### config.mk
export PLATFORM = sky130hd
export DESIGN_NAME = exp_golomb_stream_decoder
export DESIGN_NICKNAME = d
export VERILOG_FILES = /design/src/rtl/exp_golomb_pkg.sv /design/src/rtl/expg_lzc.sv /design/src/rtl/exp_golomb_stream_decoder.sv
export SDC_FILE = /design/constraint.sdc
export NUM_CORES = 1
export LEC_CHECK = 0
export CORE_UTILIZATION = 52
export CTS_CLUSTER_DIAMETER = 120
export CTS_CLUSTER_SIZE = 16
export DETAILED_ROUTE_END_ITERATION = 10
export GPL_TIMING_DRIVEN = 0
export PLACE_DENSITY_LB_ADDON = 0.3
export SLEW_MARGIN = 30
export SYNTH_ARGS = -nofsm -noshare
export SYNTH_HDL_FRONTEND = slang
export SYNTH_SLANG_ARGS = --single-unit
### constraint.sdc
create_clock -name clk -period 9.4 [get_ports clk]
set_input_delay 0.94 -clock clk [delete_from_list [all_inputs] [get_ports clk]]
set_output_delay 0.94 -clock clk [all_outputs]
set_load 0.02 [all_outputs]
### src/rtl/exp_golomb_pkg.sv
// Shared definitions for the Exp-Golomb stream decoder: mode encodings,
// default parameter values and derived widths.
package exp_golomb_pkg;

    typedef enum logic [1:0] {
        MODE_RSVD = 2'b00,
        MODE_UE   = 2'b01,
        MODE_SE   = 2'b10,
        MODE_TE   = 2'b11
    } mode_e;

    localparam int WIN_W_DEF = 32;
    localparam int OUT_W_DEF = 16;

    // Consumed length can reach the full window, so it needs clog2(WIN_W+1) bits.
    function automatic int len_w_for(input int win_w);
        return $clog2(win_w + 1);
    endfunction

    // Longest prefix that both fits a full codeword in the window and a value in OUT_W bits.
    function automatic int lz_limit(input int win_w, input int out_w);
        int by_win;
        by_win = (win_w - 1) / 2;
        return (by_win < out_w - 1) ? by_win : out_w - 1;
    endfunction

    localparam int LEN_W_DEF = len_w_for(WIN_W_DEF);

endpackage

### src/rtl/expg_lzc.sv
// Leading-zero counter over the bitstream window (MSB first), with an
// all-zero flag; the count saturates at WIN_W when no bit is set.
module expg_lzc #(
    parameter int WIN_W = 32,
    parameter int CNT_W = $clog2(WIN_W + 1)
) (
    input  logic [WIN_W-1:0] bits,
    output logic [CNT_W-1:0] count,
    output logic             all_zero
);

    // Scanning upward lets the highest set bit overwrite any lower hit.
    always_comb begin
        count = CNT_W'(WIN_W);
        for (int i = 0; i < WIN_W; i++) begin
            if (bits[i]) begin
                count = CNT_W'(WIN_W - 1 - i);
            end
        end
    end

    assign all_zero = ~|bits;

endmodule

### src/rtl/exp_golomb_stream_decoder.sv
// Two-stage Exp-Golomb (ue/se/te) decoder with valid/ready handshakes,
// a result counter and a sticky error flag.
module exp_golomb_stream_decoder
    import exp_golomb_pkg::*;
#(
    parameter int WIN_W = WIN_W_DEF,
    parameter int OUT_W = OUT_W_DEF,
    parameter int LEN_W = len_w_for(WIN_W)
) (
    input  logic             clk,
    input  logic             reset_n,
    input  logic             flush,
    input  logic             in_valid,
    output logic             in_ready,
    input  logic [WIN_W-1:0] in_bits,
    input  logic [1:0]       in_mode,
    input  logic [2:0]       in_te_max,
    output logic             out_valid,
    input  logic             out_ready,
    output logic [OUT_W-1:0] out_value,
    output logic [LEN_W-1:0] out_len,
    output logic             out_err,
    output logic [15:0]      sym_cnt,
    output logic             err_sticky
);

    localparam int LIM = lz_limit(WIN_W, OUT_W);

    logic [LEN_W-1:0] lz_p0;
    logic             zero_p0;

    logic             vld_p1;
    logic [LEN_W-1:0] lz_p1;
    logic             zero_p1;
    logic [WIN_W-1:0] bits_p1;
    mode_e            mode_p1;
    logic [2:0]       te_max_p1;

    logic             vld_p2;
    logic [OUT_W-1:0] value_p2;
    logic [LEN_W-1:0] len_p2;
    logic             err_p2;

    logic                    adv;
    logic                    in_fire;
    logic                    out_fire;
    logic                    lz_bad;
    logic [WIN_W-1:0]        code_num;
    logic signed [OUT_W-1:0] dec_value;
    logic [LEN_W-1:0]        dec_len;
    logic                    dec_err;

    // codeNum = (leading one followed by lz info bits) - 1; only meaningful when lz is in range.
    function automatic logic [WIN_W-1:0] ue_code(input logic [WIN_W-1:0] bits,
                                                 input logic [LEN_W-1:0] lz);
        int sh;
        sh = WIN_W - 2 * int'(lz) - 1;
        if (sh < 0) begin
            return '0;
        end
        return (bits >> sh) - WIN_W'(1);
    endfunction

    function automatic logic [LEN_W-1:0] ue_len(input logic [LEN_W-1:0] lz);
        return LEN_W'(2 * int'(lz) + 1);
    endfunction

    // Odd codeNum maps to positive (k+1)/2, even to -(k/2).
    function automatic logic signed [OUT_W-1:0] se_map(input logic [WIN_W-1:0] k);
        logic signed [OUT_W-1:0] half;
        half = signed'(OUT_W'(k >> 1));
        if (k[0]) begin
            return half + signed'(OUT_W'(1));
        end
        return -half;
    endfunction

    expg_lzc #(
        .WIN_W (WIN_W),
        .CNT_W (LEN_W)
    ) u_lzc (
        .bits     (in_bits),
        .count    (lz_p0),
        .all_zero (zero_p0)
    );

    assign adv      = !vld_p2 || out_ready;
    assign in_ready = reset_n && !flush && (!vld_p1 || adv);
    assign in_fire  = in_valid && in_ready;
    assign out_fire = vld_p2 && out_ready && !flush;

    // ---- stage 1: window, mode and leading-zero count ----
    always_ff @(posedge clk) begin
        if (in_fire) begin
            bits_p1   <= in_bits;
            lz_p1     <= lz_p0;
            zero_p1   <= zero_p0;
            mode_p1   <= mode_e'(in_mode);
            te_max_p1 <= in_te_max;
        end
    end

    always_comb begin
        code_num  = ue_code(bits_p1, lz_p1);
        lz_bad    = zero_p1 || (lz_p1 > LEN_W'(LIM));
        dec_value = '0;
        dec_len   = '0;
        dec_err   = 1'b0;
        unique case (mode_p1)
            MODE_UE: begin
                dec_err   = lz_bad;
                dec_value = signed'(OUT_W'(code_num));
                dec_len   = ue_len(lz_p1);
            end
            MODE_SE: begin
                dec_err   = lz_bad;
                dec_value = se_map(code_num);
                dec_len   = ue_len(lz_p1);
            end
            MODE_TE: begin
                if (te_max_p1 == 3'd0) begin
                    dec_value = '0;
                    dec_len   = '0;
                end else if (te_max_p1 == 3'd1) begin
                    dec_value = signed'({{(OUT_W-1){1'b0}}, ~bits_p1[WIN_W-1]});
                    dec_len   = LEN_W'(1);
                end else begin
                    dec_err   = lz_bad || (code_num > WIN_W'(te_max_p1));
                    dec_value = signed'(OUT_W'(code_num));
                    dec_len   = ue_len(lz_p1);
                end
            end
            default: begin
                dec_err = 1'b1;
            end
        endcase
        if (dec_err) begin
            dec_value = '0;
            dec_len   = '0;
        end
    end

    // ---- stage 2: decoded result, handshake and statistics ----
    always_ff @(posedge clk or negedge reset_n) begin
        if (!reset_n) begin
            vld_p1     <= 1'b0;
            vld_p2     <= 1'b0;
            value_p2   <= '0;
            len_p2     <= '0;
            err_p2     <= 1'b0;
            sym_cnt    <= '0;
            err_sticky <= 1'b0;
        end else begin
            if (flush) begin
                vld_p1 <= 1'b0;
                vld_p2 <= 1'b0;
            end else begin
                if (in_fire) begin
                    vld_p1 <= 1'b1;
                end else if (adv) begin
                    vld_p1 <= 1'b0;
                end
                if (adv) begin
                    vld_p2 <= vld_p1;
                    if (vld_p1) begin
                        value_p2 <= dec_value;
                        len_p2   <= dec_len;
                        err_p2   <= dec_err;
                    end
                end
            end
            if (out_fire) begin
                sym_cnt <= sym_cnt + 16'd1;
                if (err_p2) begin
                    err_sticky <= 1'b1;
                end
            end
        end
    end

    assign out_valid = vld_p2;
    assign out_value = value_p2;
    assign out_len   = len_p2;
    assign out_err   = err_p2;

endmodule
==> impl_results.md, run 1 <==
* Outcome: finished, final reports clean
* Final slew viol count at 0
* Synthesized instance count at 743
* Die extent in y at 118 um
* Share of layout cells above drive strength 1 at 12.8%
* Hold Slack at 0.472 ns
* TritonRoute pass-1 iters at 8
* Detailed router's first-iteration violation count at 649
* Final hold vios at 0
* Antenna cells at 0
* Clock skew after layout at 0.0114 ns
* TritonCTS Buffers at 9
* Internal power at 713 uW
* Largest net degree at the start of global routing at 30
* Clk Latency, worst-skew pair at 0.36 ns
* Worst EP arrival at 6.61 ns
* Most used DFF post-synth: edfxtp_1
* F_max at 0.158 GHz
* Worst r2r path cells at 21
* PortBufs at 83
* RR Startpoint: lz_p1[0]
* Post-synth EDFFs at 43
* CTS Sinks at 85
* Wire per inst at 20.2 um
* Ports at 84
* RSZ-0062 raised after global routing: no
* Final setup fails at 0
* Clk root buf: clkbuf_16
* Post-DRT Antenna Nets at 0
* CTS tree: built
* DIE AREA at 13900 um^2
* CTS Buffer Depth at 2
* Startpoint types: register
* Pwr dens at 123 nW/um^2
* WL final at 20.5 mm
* Gr usage total at 30.2%
* Synthesized flop and latch total at 85
* Setup CP Type: reg2reg
* Clock Pin Slew Worst Setup and Hold Paths at 0.07 ns
* # DRC at 0
* Hold WC Path Type: reg2reg
* Post-cts repair resize count at 0
* Starting Density at 54.3%
* Async SR Flop Fraction at 49.4%
* R2R Path End: out_len[1]
* Gate power share at 23.1%
* Pre-CTS WS at 3.26 ns
* Setup bufs post-CTS at 0
* CP endpoint kind: register
* Sw power at 316 uW
* Crit path from: lz_p1[0]
* Nets@finish at 893
* Area of the core at 12800 um^2
* R2r setup slk at 3.09 ns
* H-tree level count at 3
* Via density at 6.58
* Period minus WS final at 6.31 ns
* Net Count, Synth at 797
* Mapped Area at 6970 um^2
* Syn_area_per_cell at 9.37 um^2
* Pwr Total at 1030 uW
* Headroom to the max-slew limit at 36.0%
* Crit Path Max Fanout at 10
* Worst Max-Slew Pin Slew at 0.935 ns
* Grt ovf at 0
* Critical Path RT at 9.69 ns
* Yosys warnings at 0
* Post-DP HPWL at 15.8 mm
* Clk pwr share at 34.5%
* Setup ws final at 3.09 ns
* Setup TNS Final at 0 ns
* GPL Wtd Cong at 0.959
* Vias post-DR at 6684
* Max IR drop VDD at 0.000123 V
* Number of max-cap violations at 0
* CTS Hold Bufs at 0
* Yosys cell types at 94
* Period utilisation layout at 67.2%
* Die boundary width at 118 um
* Row cnt at 41
* Leakage at 0.00315 uW
* First-pass GRT wire length at 33.3 mm
* Layout area overhead at 19.8%
* Setup crit end: out_len[1]
* Switching share of power at 30.7%
* Initial antenna violation count at 0
* Vias in the first global route at 6311
* Sequential power share at 42.4%
* Post-synthesis sequential area ratio at 33.6%
cell families (layout without fill, tap and decap cells):
group | count (synthesis) | after routing | synth area share [%]
multiplexers | 51 | 51 | 11.5
adder cells (fa/ha/maj) | 12 | 12 | 2.16
flip-flops | 85 | 85 | 33.6
buffers and inverters | 68 | 169 | 4.65
AO/OA/AOI/OAI | 203 | 203 | 21.6
XOR/XNOR | 34 | 34 | 4.28
AND/OR/NAND/NOR | 290 | 290 | 22.1
layout make-up:
cell class                      instances  area [um^2]
Fill cell                            1063         4480
Clock buffer                            9          225
Sequential cell                        85         2340
Clock inverter                          7         73.8
Multi-Input combinational cell        590         4300
Timing Repair Buffer                   85          866
Tap cell                              172          215
Inverter                               29          109
Buffer                                 39          215
metrics by stage:
step / instances / instance area [um^2] / util [%]
2_1_floorplan: 743 / 6970 / -
6_report: 1016 / 8350 / 65.1
5_1_grt: 1016 / 8350 / 65.1
3_3_place_gp: 998 / 8010 / 62.5
3_5_place_dp: 1000 / 8050 / 62.8
4_1_cts: 1016 / 8350 / 65.1
worst min path at each step:
stage,to,startpoint,cells past startpoint,slack (ns)
6_report,err_sticky,err_sticky,1,0.47
5_1_grt,err_sticky,err_sticky,1,0.51
4_1_cts,sym_cnt[15],sym_cnt[15],1,0.48
3_5_place_dp,sym_cnt[15],sym_cnt[15],1,0.47
3_3_place_gp,err_sticky,err_sticky,1,0.44
2_1_floorplan,out_valid,vld_p1,2,0.48
worst max-delay path, cell delays in order, from the launching register on:
cell and delay [ns]:
edfxtp_1 0.34, buf_2 0.22, inv_1 0.13, ha_1 0.37, or3b_1 0.42, o211a_2 0.19, a221oi_4 0.56, buf_6 0.23
mux2i_1 0.36, nor2_1 0.14, inv_1 0.08, ha_1 0.31, o31ai_1 0.19, nor3_1 0.67, nand2_1 0.37, o31ai_1 0.41
o2111ai_1 0.18, o31ai_2 0.34, a41o_1 0.23, buf_6 0.15, nor2b_4 0.19, a22o_1 0.15
cells in the mapped netlist, types with 14 or more instances:
cell       n  area, um^2
nand3_1   17        85.1
inv_1     28         105
edfxtp_1  43        1290
o21ai_0   28         140
mux2i_1   16         160
dfrtp_1   42        1050
clkbuf_1  15        56.3
a22o_1    21         184
mux4_2    22         495
nand4_1   14        87.6
xnor2_1   26         228
nor2_1    58         218
nor3_1    25         125
nand2_1   82         308
a21oi_1   40         200
flip-flops by register name, summed over array words and instances (netlist names):
register,cells
mode_p1,2
out_value,16
te_max_p1,3
out_len,6
bits_p1,31
vld_p1,1
sym_cnt,16
out_err,1
lz_p1,6
out_valid,1
err_sticky,1
zero_p1,1
metal layers:
| metal | GRT usage, % | part of all wire, % |
|---|---|---|
| met4 | 9.70 | 2.1 |
| met2 | 49.2 | 48 |
| met5 | 0 | 0 |
| met3 | 4.12 | 7.1 |
| met1 | 41.5 | 43 |
power groups by stage:
| stage | clock, uW | combinational [uW] | sequential, uW |
|---|---|---|---|
| finish | 355 | 238 | 436 |
| global route | 370 | 253 | 439 |
| CTS | 358 | 235 | 436 |
| detailed placement | 0 | 233 | 443 |
| global placement | 0 | 227 | 441 |
| floorplan | 0 | 127 | 454 |
cells in the final DEF (no fill, tap or decap), types with 8 or more instances in the layout:
cell type and instances:
nand4_1 14, o21ai_0 28, o21a_1 8, and3_1 11
mux4_2 22, and2_1 10, nor2_1 58, buf_2 14
edfxtp_1 43, mux2_2 13, mux2i_1 16, ha_1 12
dfrtp_1 42, nor4_1 12, nand3_1 17, a21oi_1 40
clkbuf_1 15, clkdlybuf4s50_1 82, inv_1 28, xor2_1 8
xnor2_1 26, a22o_1 21, nor3_1 25, nand2_1 82
clkbuf_16 9
No activity file was read; power rests on OpenSTA's default activity.
==> run 2, diff against run 1 <==
==> constraint.sdc (replaced) <==
create_clock -name clk -period 5.7 [get_ports clk]
set_input_delay 0.57 -clock clk [delete_from_list [all_inputs] [get_ports clk]]
set_output_delay 0.57 -clock clk [all_outputs]
set_load 0.02 [all_outputs]
==> run 2 against run 1 <==
Net effect: combinational power increased by 71%; setup slack got worse by 2.9 ns; wire length increased by 2.1%; largest power group unchanged; clock skew decreased by 0.0024 ns; sequential share of layout area decreased by 0.91 points; clock power increased by 64%; core utilization increased by 2.2 points; register-to-register slack got worse by 2.9 ns; highest routed layer unchanged; critical endpoint unchanged; first-iteration DRC count increased by 2.3%.
==> impl_results.md, run 2 (synthesis gave the netlist of run 1 again) <==
* Outcome: finished, final reports clean (unchanged)
* CP endpoint kind: register (unchanged)
* Pre-CTS WS at -0.442 ns (was 3.26 ns)
* Final instance count without filler cells at 1026 (was 1016)
* Crit path cell chain: clkbuf_4 -> inv_1 -> ha_1 -> or3b_1 -> o211a_2 -> a221oi_4 -> buf_4 -> mux2_2 -> a22o_1 -> buf_2 -> or3_4 -> nor3_4 -> nand4_1 -> a311o_1 -> o31ai_2 -> a41o_1 -> buf_6 -> nor2b_4 -> a22o_1 (was buf_2 -> inv_1 -> ha_1 -> or3b_1 -> o211a_2 -> a221oi_4 -> buf_6 -> mux2i_1 -> nor2_1 -> inv_1 -> ha_1 -> o31ai_1 -> nor3_1 -> nand2_1 -> o31ai_1 -> o2111ai_1 -> o31ai_2 -> a41o_1 -> buf_6 -> nor2b_4 -> a22o_1)
* Critical Path RT at 5.99 ns (was 9.69 ns)
* Met2 Usage GRT at 49.4% (was 49.2%)
* R2R Path End: out_len[1] (unchanged)
* Reg area at 2340 um^2 (unchanged)
* Sw power at 523 uW (was 316 uW)
* Clk Latency, worst-skew pair at 0.35 ns (was 0.36 ns)
* H-tree level count at 3 (unchanged)
* WL final at 20.9 mm (was 20.5 mm)
* GPL Wtd Cong at 0.959 (unchanged)
* Layout area overhead at 23.8% (was 19.8%)
* PortBufs at 83 (unchanged)
* Worst EP arrival at 5.78 ns (was 6.61 ns)
* Critical path's top delay family: compound AO/OA/AOI/OAI gates (unchanged)
* Final setup fails at 0 (unchanged)
* CTS Hold Bufs at 0 (unchanged)
* Final hold vios at 0 (unchanged)
* Vias in the first global route at 6384 (was 6311)
* Clk pwr share at 34.1% (was 34.5%)
* Share of layout cells above drive strength 1 at 16.9% (was 12.8%)
* Crit path from: lz_p1[0] (unchanged)
* Internal power at 1180 uW (was 713 uW)
* Starting Density at 54.3% (unchanged)
* GR Util met1 at 41.6% (was 41.5%)
* Max stage delay on crit path at 0.48 ns (was 0.67 ns)
* DIE AREA at 13900 um^2 (unchanged)
* Area of the core at 12800 um^2 (unchanged)
* # DRC at 0 (unchanged)
* Number of max-cap violations at 0 (unchanged)
* Row cnt at 41 (unchanged)
* Die extent in y at 118 um (unchanged)
* Worst Max-Slew Pin Slew at 0.900 ns (was 0.935 ns)
* CTS Sinks at 85 (unchanged)
* Most used cell, CP: a22o_1
* Post-DP HPWL at 15.8 mm (unchanged)
* Gate power share at 23.8% (was 23.1%)
* Switching share of power at 30.6% (was 30.7%)
* Pwr dens at 198 nW/um^2 (was 123 nW/um^2)
* Setup CP Type: reg2reg (unchanged)
* Nets@finish at 903 (was 893)
* Post-DRT Antenna Nets at 0 (unchanged)
* Placed Area at 8050 um^2 (unchanged)
* Buf/Inv on CP at 5 (unchanged)
* Die boundary width at 118 um (unchanged)
* Multi-input gate area at 4480 um^2 (was 4300 um^2)
* Crit Path Max Fanout at 10 (unchanged)
* Wire per inst at 20.4 um (was 20.2 um)
* TritonCTS Buffers at 9 (unchanged)
* Via density at 6.63 (was 6.58)
* Detailed router's first-iteration violation count at 664 (was 649)
* F_max at 0.182 GHz (was 0.158 GHz)
* TritonRoute pass-1 iters at 7 (was 8)
* Worst r2r path cells at 19 (was 21)
* Most frequent cells in the layout: clkdlybuf4s50_1, nand2_1, nor2_1 (was nand2_1, clkdlybuf4s50_1, nor2_1)
* Setup TNS Final at 0 ns (unchanged)
* Period utilisation layout at 96.4% (was 67.2%)
* Placed cell count at 1000 (unchanged)
* Largest net degree at the start of global routing at 30 (unchanged)
* Crit. path cell count at 19 (was 21)
* Gr usage total at 30.4% (was 30.2%)
* Final slew viol count at 0 (unchanged)
* Initial antenna violation count at 0 (unchanged)
* Met3 Use GR at 4.31% (was 4.12%)
* Clk root buf: clkbuf_16 (unchanged)
* Max IR drop VDD at 0.000205 V (was 0.000123 V)
* Period minus WS final at 5.49 ns (was 6.31 ns)
* Max FFs per register at 31 (unchanged)
* Headroom to the max-slew limit at 38.4% (was 36.0%)
* CTS Buffer Depth at 2 (unchanged)
* Largest register by flop count: bits_p1 (unchanged)
* Startpoint types: register (unchanged)
* CTS tree: built (unchanged)
* Vias post-DR at 6803 (was 6684)
* Most common cell after layout, fill and taps aside: clkdlybuf4s50_1
* Final Cell Area at 8630 um^2 (was 8350 um^2)
* R2r setup slk at 0.21 ns (was 3.09 ns)
* RSZ-0062 raised after global routing: yes (was no)
* Leakage at 0.00327 uW (was 0.00315 uW)
* Sequential power share at 42.1% (was 42.4%)
* Fillers at 1022 (was 1063)
* RR Startpoint: lz_p1[0] (unchanged)
* Hold WC Path Type: in2async (was reg2reg)
* Setup crit end: out_len[1] (unchanged)
* Hold Slack at 0.124 ns (was 0.472 ns)
* First-pass GRT wire length at 33.5 mm (was 33.3 mm)
* Ports at 84 (unchanged)
* Clock Pin Slew Worst Setup and Hold Paths at 0.07 ns (about the same)
* Max stage delay cell, worst path: a221oi_4 (was nor3_1)
* Antenna cells at 0 (unchanged)
* Most Crowded Layer GR: met2 (unchanged)
* Setup ws final at 0.206 ns (was 3.09 ns)
* Clock skew after layout at 0.00903 ns (was 0.0114 ns)
* Grt ovf at 0 (unchanged)
## run 2: worst min-delay path by stage
stage	slack (ns)	to	startpoint	cells past startpoint
4_1_cts	0.12	out_value[13]	reset_n	1
3_5_place_dp	0.47	sym_cnt[15]	sym_cnt[15]	1
5_1_grt	0.16	out_value[13]	reset_n	1
6_report	0.12	out_value[13]	reset_n	1
2_1_floorplan	0.27	err_sticky	reset_n	0
3_3_place_gp	0.44	err_sticky	err_sticky	1
## run 2: final cells by class
cell class,instances,share of cell area [%]
Clock buffer,9,2.61
Tap cell,172,2.49
Clock inverter,7,0.856
Timing Repair Buffer,96,11.1
Buffer,38,2.55
Multi-Input combinational cell,590,51.9
Sequential cell,85,27.2
Inverter,29,1.26
## run 2: repair_timing
action | 4_1_cts | 5_1_grt
pin swaps | 2 | 5
endpoints found under the setup margin | 22 | 22
buffers inserted | 4 | 7
resized for setup | 10 | 29
## run 2: power by group through the flow
| stage | combinational, uW | sequential (uW) | clock [uW] |
|---|---|---|---|
| floorplan | 209 | 748 | 0 |
| global placement | 374 | 728 | 0 |
| detailed placement | 384 | 731 | 0 |
| CTS | 390 | 720 | 590 |
| global route | 431 | 724 | 610 |
| finish | 406 | 720 | 582 |
## run 2: worst register-to-register path, delay by kind of cell, from the launching register on
kind / cells / cell delay (ns)
DFF: 1 / 0.39
and+or+nand+nor: 5 / 1.45
adders and majority gates: 1 / 0.30
AOI/OAI and AO/OA: 7 / 2.03
buffers and inverters: 5 / 0.93
muxes: 1 / 0.33
## run 2: metrics by stage
step	util (%)	power, uW
floorplan	-	957
global placement	62.5	1100
detailed placement	62.8	1120
CTS	65.7	1700
global route	67.3	1770
finish	67.3	1710
## run 2: metal layers
layer,vias to the layer above,wire [um]
li1,3088,-
met1,3295,8780
met2,363,10000
met3,57,1510
met4,0,582
met5,-,0
